===== src/rtl/mcs_fpro_pkg.sv =====
// mcs_fpro_pkg: shared types and constants for the MCS-to-FPro bridge.
//   brg_state_t : bridge sequencing states
//   brg_req_t   : latched request attributes (direction + subsystem select)
package mcs_fpro_pkg;

   localparam int unsigned DATA_W        = 32;
   localparam int unsigned IO_ADDR_W     = 32;
   localparam int unsigned FP_ADDR_W     = 21;
   localparam int unsigned VIDEO_SEL_BIT = 23;
   localparam int unsigned WAIT_CNT_W    = 4;

   // Read data returned for writes and for accesses outside the bridge window
   localparam logic [DATA_W-1:0] OOW_RD_DATA = 32'h0;

   typedef enum logic [1:0] {
      ST_IDLE,
      ST_STROBE,
      ST_WAIT,
      ST_DONE
   } brg_state_t;

   typedef struct packed {
      logic wr;
      logic mmio;
      logic video;
   } brg_req_t;

endpackage


===== src/rtl/mcs_fpro_bridge.sv =====
// mcs_fpro_bridge: registers one MCS I/O request, issues a single-cycle FPro
// strobe to the MMIO or video subsystem, holds the address for WAIT_CYC cycles,
// then returns captured read data with a one-cycle io_ready pulse.
// Ports:
//   clk, reset (async, active-low)
//   io_*      : MCS I/O bus (request in, io_read_data/io_ready out)
//   fp_*      : FPro bus (cs/rd/wr/addr/wr_data out, per-subsystem rd_data in)
//   ovr       : sticky protocol-error flag (dropped request or rd+wr together)
module mcs_fpro_bridge
   import mcs_fpro_pkg::*;
#(
   parameter logic [31:0]  BRG_BASE = 32'hC000_0000,
   parameter int unsigned  WAIT_CYC = 0
) (
   input  logic                 clk,
   input  logic                 reset,
   input  logic                 io_addr_strobe,
   input  logic                 io_read_strobe,
   input  logic                 io_write_strobe,
   input  logic [3:0]           io_byte_enable,
   input  logic [IO_ADDR_W-1:0] io_address,
   input  logic [DATA_W-1:0]    io_write_data,
   output logic [DATA_W-1:0]    io_read_data,
   output logic                 io_ready,
   output logic                 fp_mmio_cs,
   output logic                 fp_video_cs,
   output logic                 fp_wr,
   output logic                 fp_rd,
   output logic [FP_ADDR_W-1:0] fp_addr,
   output logic [DATA_W-1:0]    fp_wr_data,
   input  logic [DATA_W-1:0]    fp_mmio_rd_data,
   input  logic [DATA_W-1:0]    fp_video_rd_data,
   output logic                 ovr
);

   localparam logic [WAIT_CNT_W-1:0] WAIT_LOAD =
      WAIT_CNT_W'((WAIT_CYC == 0) ? 0 : WAIT_CYC - 1);

   brg_state_t             state, state_nxt;
   brg_req_t               req, req_nxt;
   logic [WAIT_CNT_W-1:0]  cnt, cnt_nxt;
   logic [FP_ADDR_W-1:0]   fp_addr_nxt;
   logic [DATA_W-1:0]      fp_wr_data_nxt, io_read_data_nxt, rd_capture;
   logic                   fp_mmio_cs_nxt, fp_video_cs_nxt, fp_wr_nxt, fp_rd_nxt;
   logic                   io_ready_nxt, ovr_nxt;
   logic                   in_win, sel_mmio, sel_video;

   // Byte lanes and the byte offset have no meaning on the word-only FPro bus
   logic unused_ok;
   assign unused_ok = ^{io_byte_enable, io_address[1:0]};

   // Address decode: window hit, then bit 23 splits MMIO from video
   assign in_win    = (io_address[31:24] == BRG_BASE[31:24]);
   assign sel_mmio  = in_win && !io_address[VIDEO_SEL_BIT];
   assign sel_video = in_win &&  io_address[VIDEO_SEL_BIT];

   // Value latched into io_read_data on the last cycle before DONE
   assign rd_capture = req.wr    ? OOW_RD_DATA      :
                       req.mmio  ? fp_mmio_rd_data  :
                       req.video ? fp_video_rd_data : OOW_RD_DATA;

   // State and output registers
   always_ff @(posedge clk or negedge reset) begin
      if (!reset) begin
         state        <= ST_IDLE;
         req          <= '0;
         cnt          <= '0;
         fp_addr      <= '0;
         fp_wr_data   <= '0;
         io_read_data <= '0;
         fp_mmio_cs   <= 1'b0;
         fp_video_cs  <= 1'b0;
         fp_wr        <= 1'b0;
         fp_rd        <= 1'b0;
         io_ready     <= 1'b0;
         ovr          <= 1'b0;
      end else begin
         state        <= state_nxt;
         req          <= req_nxt;
         cnt          <= cnt_nxt;
         fp_addr      <= fp_addr_nxt;
         fp_wr_data   <= fp_wr_data_nxt;
         io_read_data <= io_read_data_nxt;
         fp_mmio_cs   <= fp_mmio_cs_nxt;
         fp_video_cs  <= fp_video_cs_nxt;
         fp_wr        <= fp_wr_nxt;
         fp_rd        <= fp_rd_nxt;
         io_ready     <= io_ready_nxt;
         ovr          <= ovr_nxt;
      end
   end

   // Next-state and next-output logic; strobes and io_ready default low
   always_comb begin
      state_nxt        = state;
      req_nxt          = req;
      cnt_nxt          = cnt;
      fp_addr_nxt      = fp_addr;
      fp_wr_data_nxt   = fp_wr_data;
      io_read_data_nxt = io_read_data;
      ovr_nxt          = ovr;
      fp_mmio_cs_nxt   = 1'b0;
      fp_video_cs_nxt  = 1'b0;
      fp_wr_nxt        = 1'b0;
      fp_rd_nxt        = 1'b0;
      io_ready_nxt     = 1'b0;

      // No queueing: a request arriving while busy is lost and flagged
      if (io_addr_strobe && (state != ST_IDLE)) begin
         ovr_nxt = 1'b1;
      end

      case (state)
         ST_IDLE: begin
            if (io_addr_strobe) begin
               // Write wins when both strobes are set; neither means read
               req_nxt.wr      = io_write_strobe;
               req_nxt.mmio    = sel_mmio;
               req_nxt.video   = sel_video;
               fp_addr_nxt     = io_address[VIDEO_SEL_BIT-1:2];
               fp_wr_data_nxt  = io_write_data;
               fp_mmio_cs_nxt  = sel_mmio;
               fp_video_cs_nxt = sel_video;
               fp_wr_nxt       = in_win &&  io_write_strobe;
               fp_rd_nxt       = in_win && !io_write_strobe;
               if (io_read_strobe && io_write_strobe) begin
                  ovr_nxt = 1'b1;
               end
               state_nxt = ST_STROBE;
            end
         end
         ST_STROBE: begin
            if (WAIT_CYC == 0) begin
               io_read_data_nxt = rd_capture;
               io_ready_nxt     = 1'b1;
               state_nxt        = ST_DONE;
            end else begin
               cnt_nxt   = WAIT_LOAD;
               state_nxt = ST_WAIT;
            end
         end
         ST_WAIT: begin
            if (cnt == '0) begin
               io_read_data_nxt = rd_capture;
               io_ready_nxt     = 1'b1;
               state_nxt        = ST_DONE;
            end else begin
               cnt_nxt = cnt - WAIT_CNT_W'(1);
            end
         end
         ST_DONE: begin
            state_nxt = ST_IDLE;
         end
         default: begin
            state_nxt = ST_IDLE;
         end
      endcase
   end

endmodule

===== config.mk =====
export PLATFORM = sky130hd
export DESIGN_NAME = mcs_fpro_bridge
export DESIGN_NICKNAME = d
export VERILOG_FILES = /design/src/rtl/mcs_fpro_pkg.sv /design/src/rtl/mcs_fpro_bridge.sv
export SDC_FILE = /design/constraint.sdc
export NUM_CORES = 1
export LEC_CHECK = 0
export ABC_AREA = 1
export ABC_CLOCK_PERIOD_IN_PS = 3980
export BUFFER_PORTS_ARGS = -buffer_cell sky130_fd_sc_hd__buf_2
export CORE_MARGIN = 2
export CORE_UTILIZATION = 43
export CTS_CLUSTER_DIAMETER = 50
export DETAILED_ROUTE_END_ITERATION = 16
export PLACE_DENSITY_LB_ADDON = 0.2
export SYNTH_ARGS = -nofsm -noshare
export SYNTH_HDL_FRONTEND = slang
export SYNTH_SLANG_ARGS = --single-unit

===== constraint.sdc =====
create_clock -name clk -period 3.98 [get_ports clk]
set_input_delay 0.398 -clock clk [delete_from_list [all_inputs] [get_ports clk]]
set_output_delay 0.398 -clock clk [all_outputs]
set_load 0.01 [all_outputs]

Word-level counts from Yosys, hierarchy flattened --
Index checks and enable logic that the tools add are counted.
Storage, ports and cells: input port bits 137, word-level logic and storage cells 60, register bits after elaboration 100, output and inout port bits 91
Cells by class: $add $sub $neg 1, bitwise operators 1, reductions and logical operators 16, multiplexer cells 22, eq/ne operators 6
Operators with widths (number):
- 2-to-1 mux 32 bit | 4
- case mux 32 bit (2 select lines) | 1
- 2-to-1 mux 1 bit | 13
- equality test 8 bit (second input constant) | 1
- case mux 2 bit (4 select lines) | 1
- AND reduction 2 bit | 4
- logical AND 1 bit | 6
- equality test 2 bit (second input constant) | 2
- logical NOT 4 bit | 1
- 2-to-1 mux 2 bit | 2
- inequality test 2 bit (second input constant) | 2
- nonzero test 2 bit | 2
- subtractor 4 x 1 -> 4 bit (second input constant) | 1
- equality test 2 x 1 -> 1 bit (second input constant) | 1
- logical NOT 1 bit | 2
- logical NOT 2 bit | 1
- case mux 1 bit (2 select lines) | 1
- NOT 1 bit | 1

Longest topological paths before layout --
word-level depth 6, depth in mapped cells 8, gate-level depth less buffers 7

Worst setup path before layout --
Ideal clock, no wire load.
kind register to register, start register state[0], end register io_read_data[20], path slack 2.635 ns, data required time 3.915 ns, stages on the path, launching flop included 8, period minus slack after synthesis 1.345 ns, setup time 0.065 ns, path buffers 1, arrival 1.280 ns, cell sequence dfrtp_1 > inv_1 > ha_1 > inv_1 > a21oi_4 > buf_6 > nand2_1 > nand2_1
On the way: cells in the longest elaborated chain, start to end 3, elaborated cells on any way between the ends 6, classes of those cells eq/ne (3); mux (1); reduce/logical (2)
RTL lines:
- start, declared | line mcs_fpro_bridge.sv:39 | brg_state_t state, state_nxt;
- start signal, assigned | line mcs_fpro_bridge.sv:78 | state <= state_nxt;
- equality test 2 bit or equality test 2 x 1 -> 1 bit (tied branches) | line mcs_fpro_bridge.sv:113 | case (state)
- inequality test 2 bit (no line) or nonzero test 2 bit (tied branches)
- AND reduction 2 bit (no line)
- end signal, assigned | line mcs_fpro_bridge.sv:83 | io_read_data <= io_read_data_nxt;
- end, declared | line mcs_fpro_bridge.sv:23 | output logic [DATA_W-1:0] io_read_data,
Several ways; a longest one is shown, not always the timed one. A chain may end at the register's enable or synchronous reset.

Final worst setup path --
start register req[1] in the netlist's numbering, end register io_read_data[11]
On the way: cells in the longest elaborated chain, start to end 4
RTL lines:
- start, declared | line mcs_fpro_bridge.sv:40 | brg_req_t req, req_nxt;
- start signal, assigned | line mcs_fpro_bridge.sv:79 | req <= req_nxt;
- 2-to-1 mux 32 bit * | line mcs_fpro_bridge.sv:59 | req.mmio ? fp_mmio_rd_data :
- 2-to-1 mux 32 bit * | line mcs_fpro_bridge.sv:58 | assign rd_capture = req.wr ? OOW_RD_DATA :
- 2-to-1 mux 32 bit | line mcs_fpro_bridge.sv:143 | if (cnt == '0) begin
- case mux 32 bit (2 select lines) * | line mcs_fpro_bridge.sv:113
Mark *: on every way between the ends. The rest lies on a longest branch, timed or not. The select of a mux whose other input is x is not followed.

==> results.ini <==
[run_status]
status = completed

[synth]
syn_avg_cell_area_um2 = 8.13
ys_seq_area_share_pct = 55.5
syn_inst = 555
syn-num-nets = 697
synthesis.area_um2 = 4510
synth.yosys.warnings = 0
synth_seq_cells = 100
synthDistinctLibCells = 26

[power_and_ir_drop]
p_sw_mw = 1.27
ir_drop_mv = 0.350
power_frac_comb_pct = 35.2
p_int_mw = 2.01
p_sw_share_pct = 38.8
pwr-share-seq_pct = 45.0
power.share.clock_pct = 19.8
powerDensity_nw_per_um2 = 568
p_leak_nw = 3.39

[global_routing]
grt_first_pass_wirelength_um = 18500
grt_pass1_vias = 3997
antenna_found_initial = 0
grt_remaining_overflow = 0
grt_max_degree = 81
track_usage_pct = 20.5

[sta]
setup_tns_ns = 0
rsz0062_at_grt = false
timing.final.crit_period_ns = 2.16
fin_skew_ns = 0.00770
holdWs_ns = 0.194
max_freq_mhz = 463
fin_crit_sh_pct = 54.3
setup_viol = 0
worstMarginPinSlew_ns = 1.09
hold_viol_final = 0
slew_headroom_pct = 27.4
maxSlewViolCount = 0

[critical_path]
worstSetupStartpointType = flop
arrival_ns = 2.41
cp_max_fo = 34
crit_required_ns = 4.23
endpoint_kind = flop
critical_path_class = reg -> reg

[placed_design]
dp_hpwl_um = 8100
gp_congestion = 0.743
port_buffers = 221
place_area_um2 = 5580

[final_layout]
final_nets = 898
final_cell_mix = nand2_1, buf_2, dfrtp_1
multiInputGateArea_um2 = 1730
seq_area_um2 = 2500
n_fill_cell = 960
antenna_cells = 0
synthToLayoutAreaGrowth_pct = 28.1
fin_area_um2 = 5780
final_common_cell = nand2_1
drive_above_1_share_pct = 33.0

[detailed_routing]
top_layer = met4
avgViaCountPerCell = 4.68
drt_iter0_markers = 262
wl_met1_um = 4900
wl_per_cell_um = 12.9
dr_wl_met2_um = 5320
vias = 4199
wl_met3_um = 1120
drt_first_pass_iters = 5
postRouteAntennaNets = 0
drc = 0
wl_um = 11500

[die]
start_util_pct = 43.9
die_h_um = 106
rows = 37
die_w_um = 106
design.core.area_um2 = 10300
pin_count = 228
die_area_um2 = 11300

[clocking]
cts_setup_buffers = 0
cts_num_sinks = 100
cts_inserted_buffers = 9
hold_buffers = 0
cts_tree = yes
cts_htree_levels = 3
clk_latency_ns = 0.36
clk_path_buf_depth = 2
cts-resized-gates = 0
clock-root-buffer = clkbuf_8
clk_pin_slew_ns = 0.09

[worst_hold_path]
hp-class = in -> async

[job]
maxCapViolations = 0

## registers in the layout, indices dropped and copies added (netlist names), 2 cells and up
| register | cells |
|---|---|
| cnt | 4 |
| fp_addr | 21 |
| fp_wr_data | 32 |
| io_read_data | 32 |
| req | 3 |
| state | 2 |
## cells in the mapped netlist
| library cell | instances | area, µm² |
|---|---|---|
| o21ai_1 | 2 | 10.0 |
| buf_4 | 5 | 37.5 |
| nand3_1 | 35 | 175 |
| clkbuf_1 | 4 | 15.0 |
| a21oi_4 | 1 | 16.3 |
| ha_1 | 5 | 62.6 |
| xor2_1 | 1 | 8.76 |
| nor2_1 | 8 | 30.0 |
| nand2_2 | 2 | 12.5 |
| inv_1 | 10 | 37.5 |
| a21oi_2 | 1 | 8.76 |
| nor2_2 | 1 | 6.26 |
| and2_1 | 1 | 6.26 |
| a21oi_1 | 32 | 160 |
| buf_2 | 15 | 75.1 |
| inv_2 | 3 | 11.3 |
| o21a_1 | 1 | 7.51 |
| xnor2_1 | 1 | 8.76 |
| dfrtp_1 | 100 | 2500 |
| nand3b_1 | 2 | 15.0 |
| nand2_1 | 312 | 1170 |
| nor3_1 | 1 | 5.00 |
| buf_6 | 7 | 78.8 |
| dlymetal6s2s_1 | 2 | 25.0 |
| or2_2 | 2 | 12.5 |
| nand2_4 | 1 | 11.3 |
## critical path, stage by stage (launching register included)
cell     delay, ns
dfrtp_1       1.07
inv_2         0.49
nand3_1       0.22
a21oi_1       0.09
nand2_1       0.11
nand2_1       0.06
## area by class of cell
cell class / count / area share, %
flip-flops and latches: 100 / 43.3
clock buffers: 10 / 2.38
multi-input cells: 409 / 30.0
repair buffers: 223 / 19.4
clock inverters: 6 / 1.10
well taps: 136 / 2.95
inverters: 13 / 0.845
## power by group through the flow
| stage | combinational (mW) | sequential [mW] | clock [mW] |
|---|---|---|---|
| 2_1_floorplan | 0.731 | 1.56 | 0 |
| 3_3_place_gp | 1.15 | 1.47 | 0 |
| 3_5_place_dp | 1.18 | 1.48 | 0 |
| 4_1_cts | 1.18 | 1.47 | 0.676 |
| 5_1_grt | 1.30 | 1.51 | 0.716 |
| 6_report | 1.15 | 1.48 | 0.651 |
## cell families (layout without fill, tap and decap cells)
| kind of cell | after synthesis | count (layout) | synth area share [%] |
|---|---|---|---|
| buffers and inverters | 46 | 252 | 6.21 |
| adder cells (fa/ha/maj) | 5 | 5 | 1.39 |
| AO/OA/AOI/OAI | 37 | 37 | 4.49 |
| XOR/XNOR | 2 | 2 | 0.388 |
| AND/OR/NAND/NOR | 365 | 365 | 32.0 |
| flip-flops | 100 | 100 | 55.5 |
## final timing paths
kind | from | end | slack (ns) | depth (start not counted)
max in group asynchronous | reset | fp_wr_data[16]$_DFFE_PN0P_ | 2.90 | 2
min | reset | io_read_data[12]$_DFFE_PN0P_ | 0.19 | 1
min in group clk | io_write_data[8] | fp_wr_data[8]$_DFFE_PN0P_ | 0.22 | 3
min reg2reg | fp_wr_data[17]$_DFFE_PN0P_ | fp_wr_data[17]$_DFFE_PN0P_ | 0.48 | 2
max reg2reg | req[1]$_DFFE_PN0P_ | io_read_data[11]$_DFFE_PN0P_ | 1.82 | 5
max | req[1]$_DFFE_PN0P_ | io_read_data[11]$_DFFE_PN0P_ | 1.82 | 5
## stage by stage
step | cells | utilization, % | setup slack, ns | total power [mW]
floorplan | 555 | - | 2.64 | 2.29
global placement | 881 | 54.2 | 1.91 | 2.62
detailed placement | 881 | 54.2 | 1.86 | 2.66
CTS | 897 | 56.2 | 1.84 | 3.33
global route | 897 | 56.2 | 1.63 | 3.53
finish | 897 | 56.2 | 1.82 | 3.28
## routing by layer
metal  up-vias  global-route usage (%)
met2       192                    33.7
met3        15                    6.07
met5         -                       0
li1       2114                       -
met1      1878                    25.4
met4         0                    7.88
(Power assumes the default switching activity.)
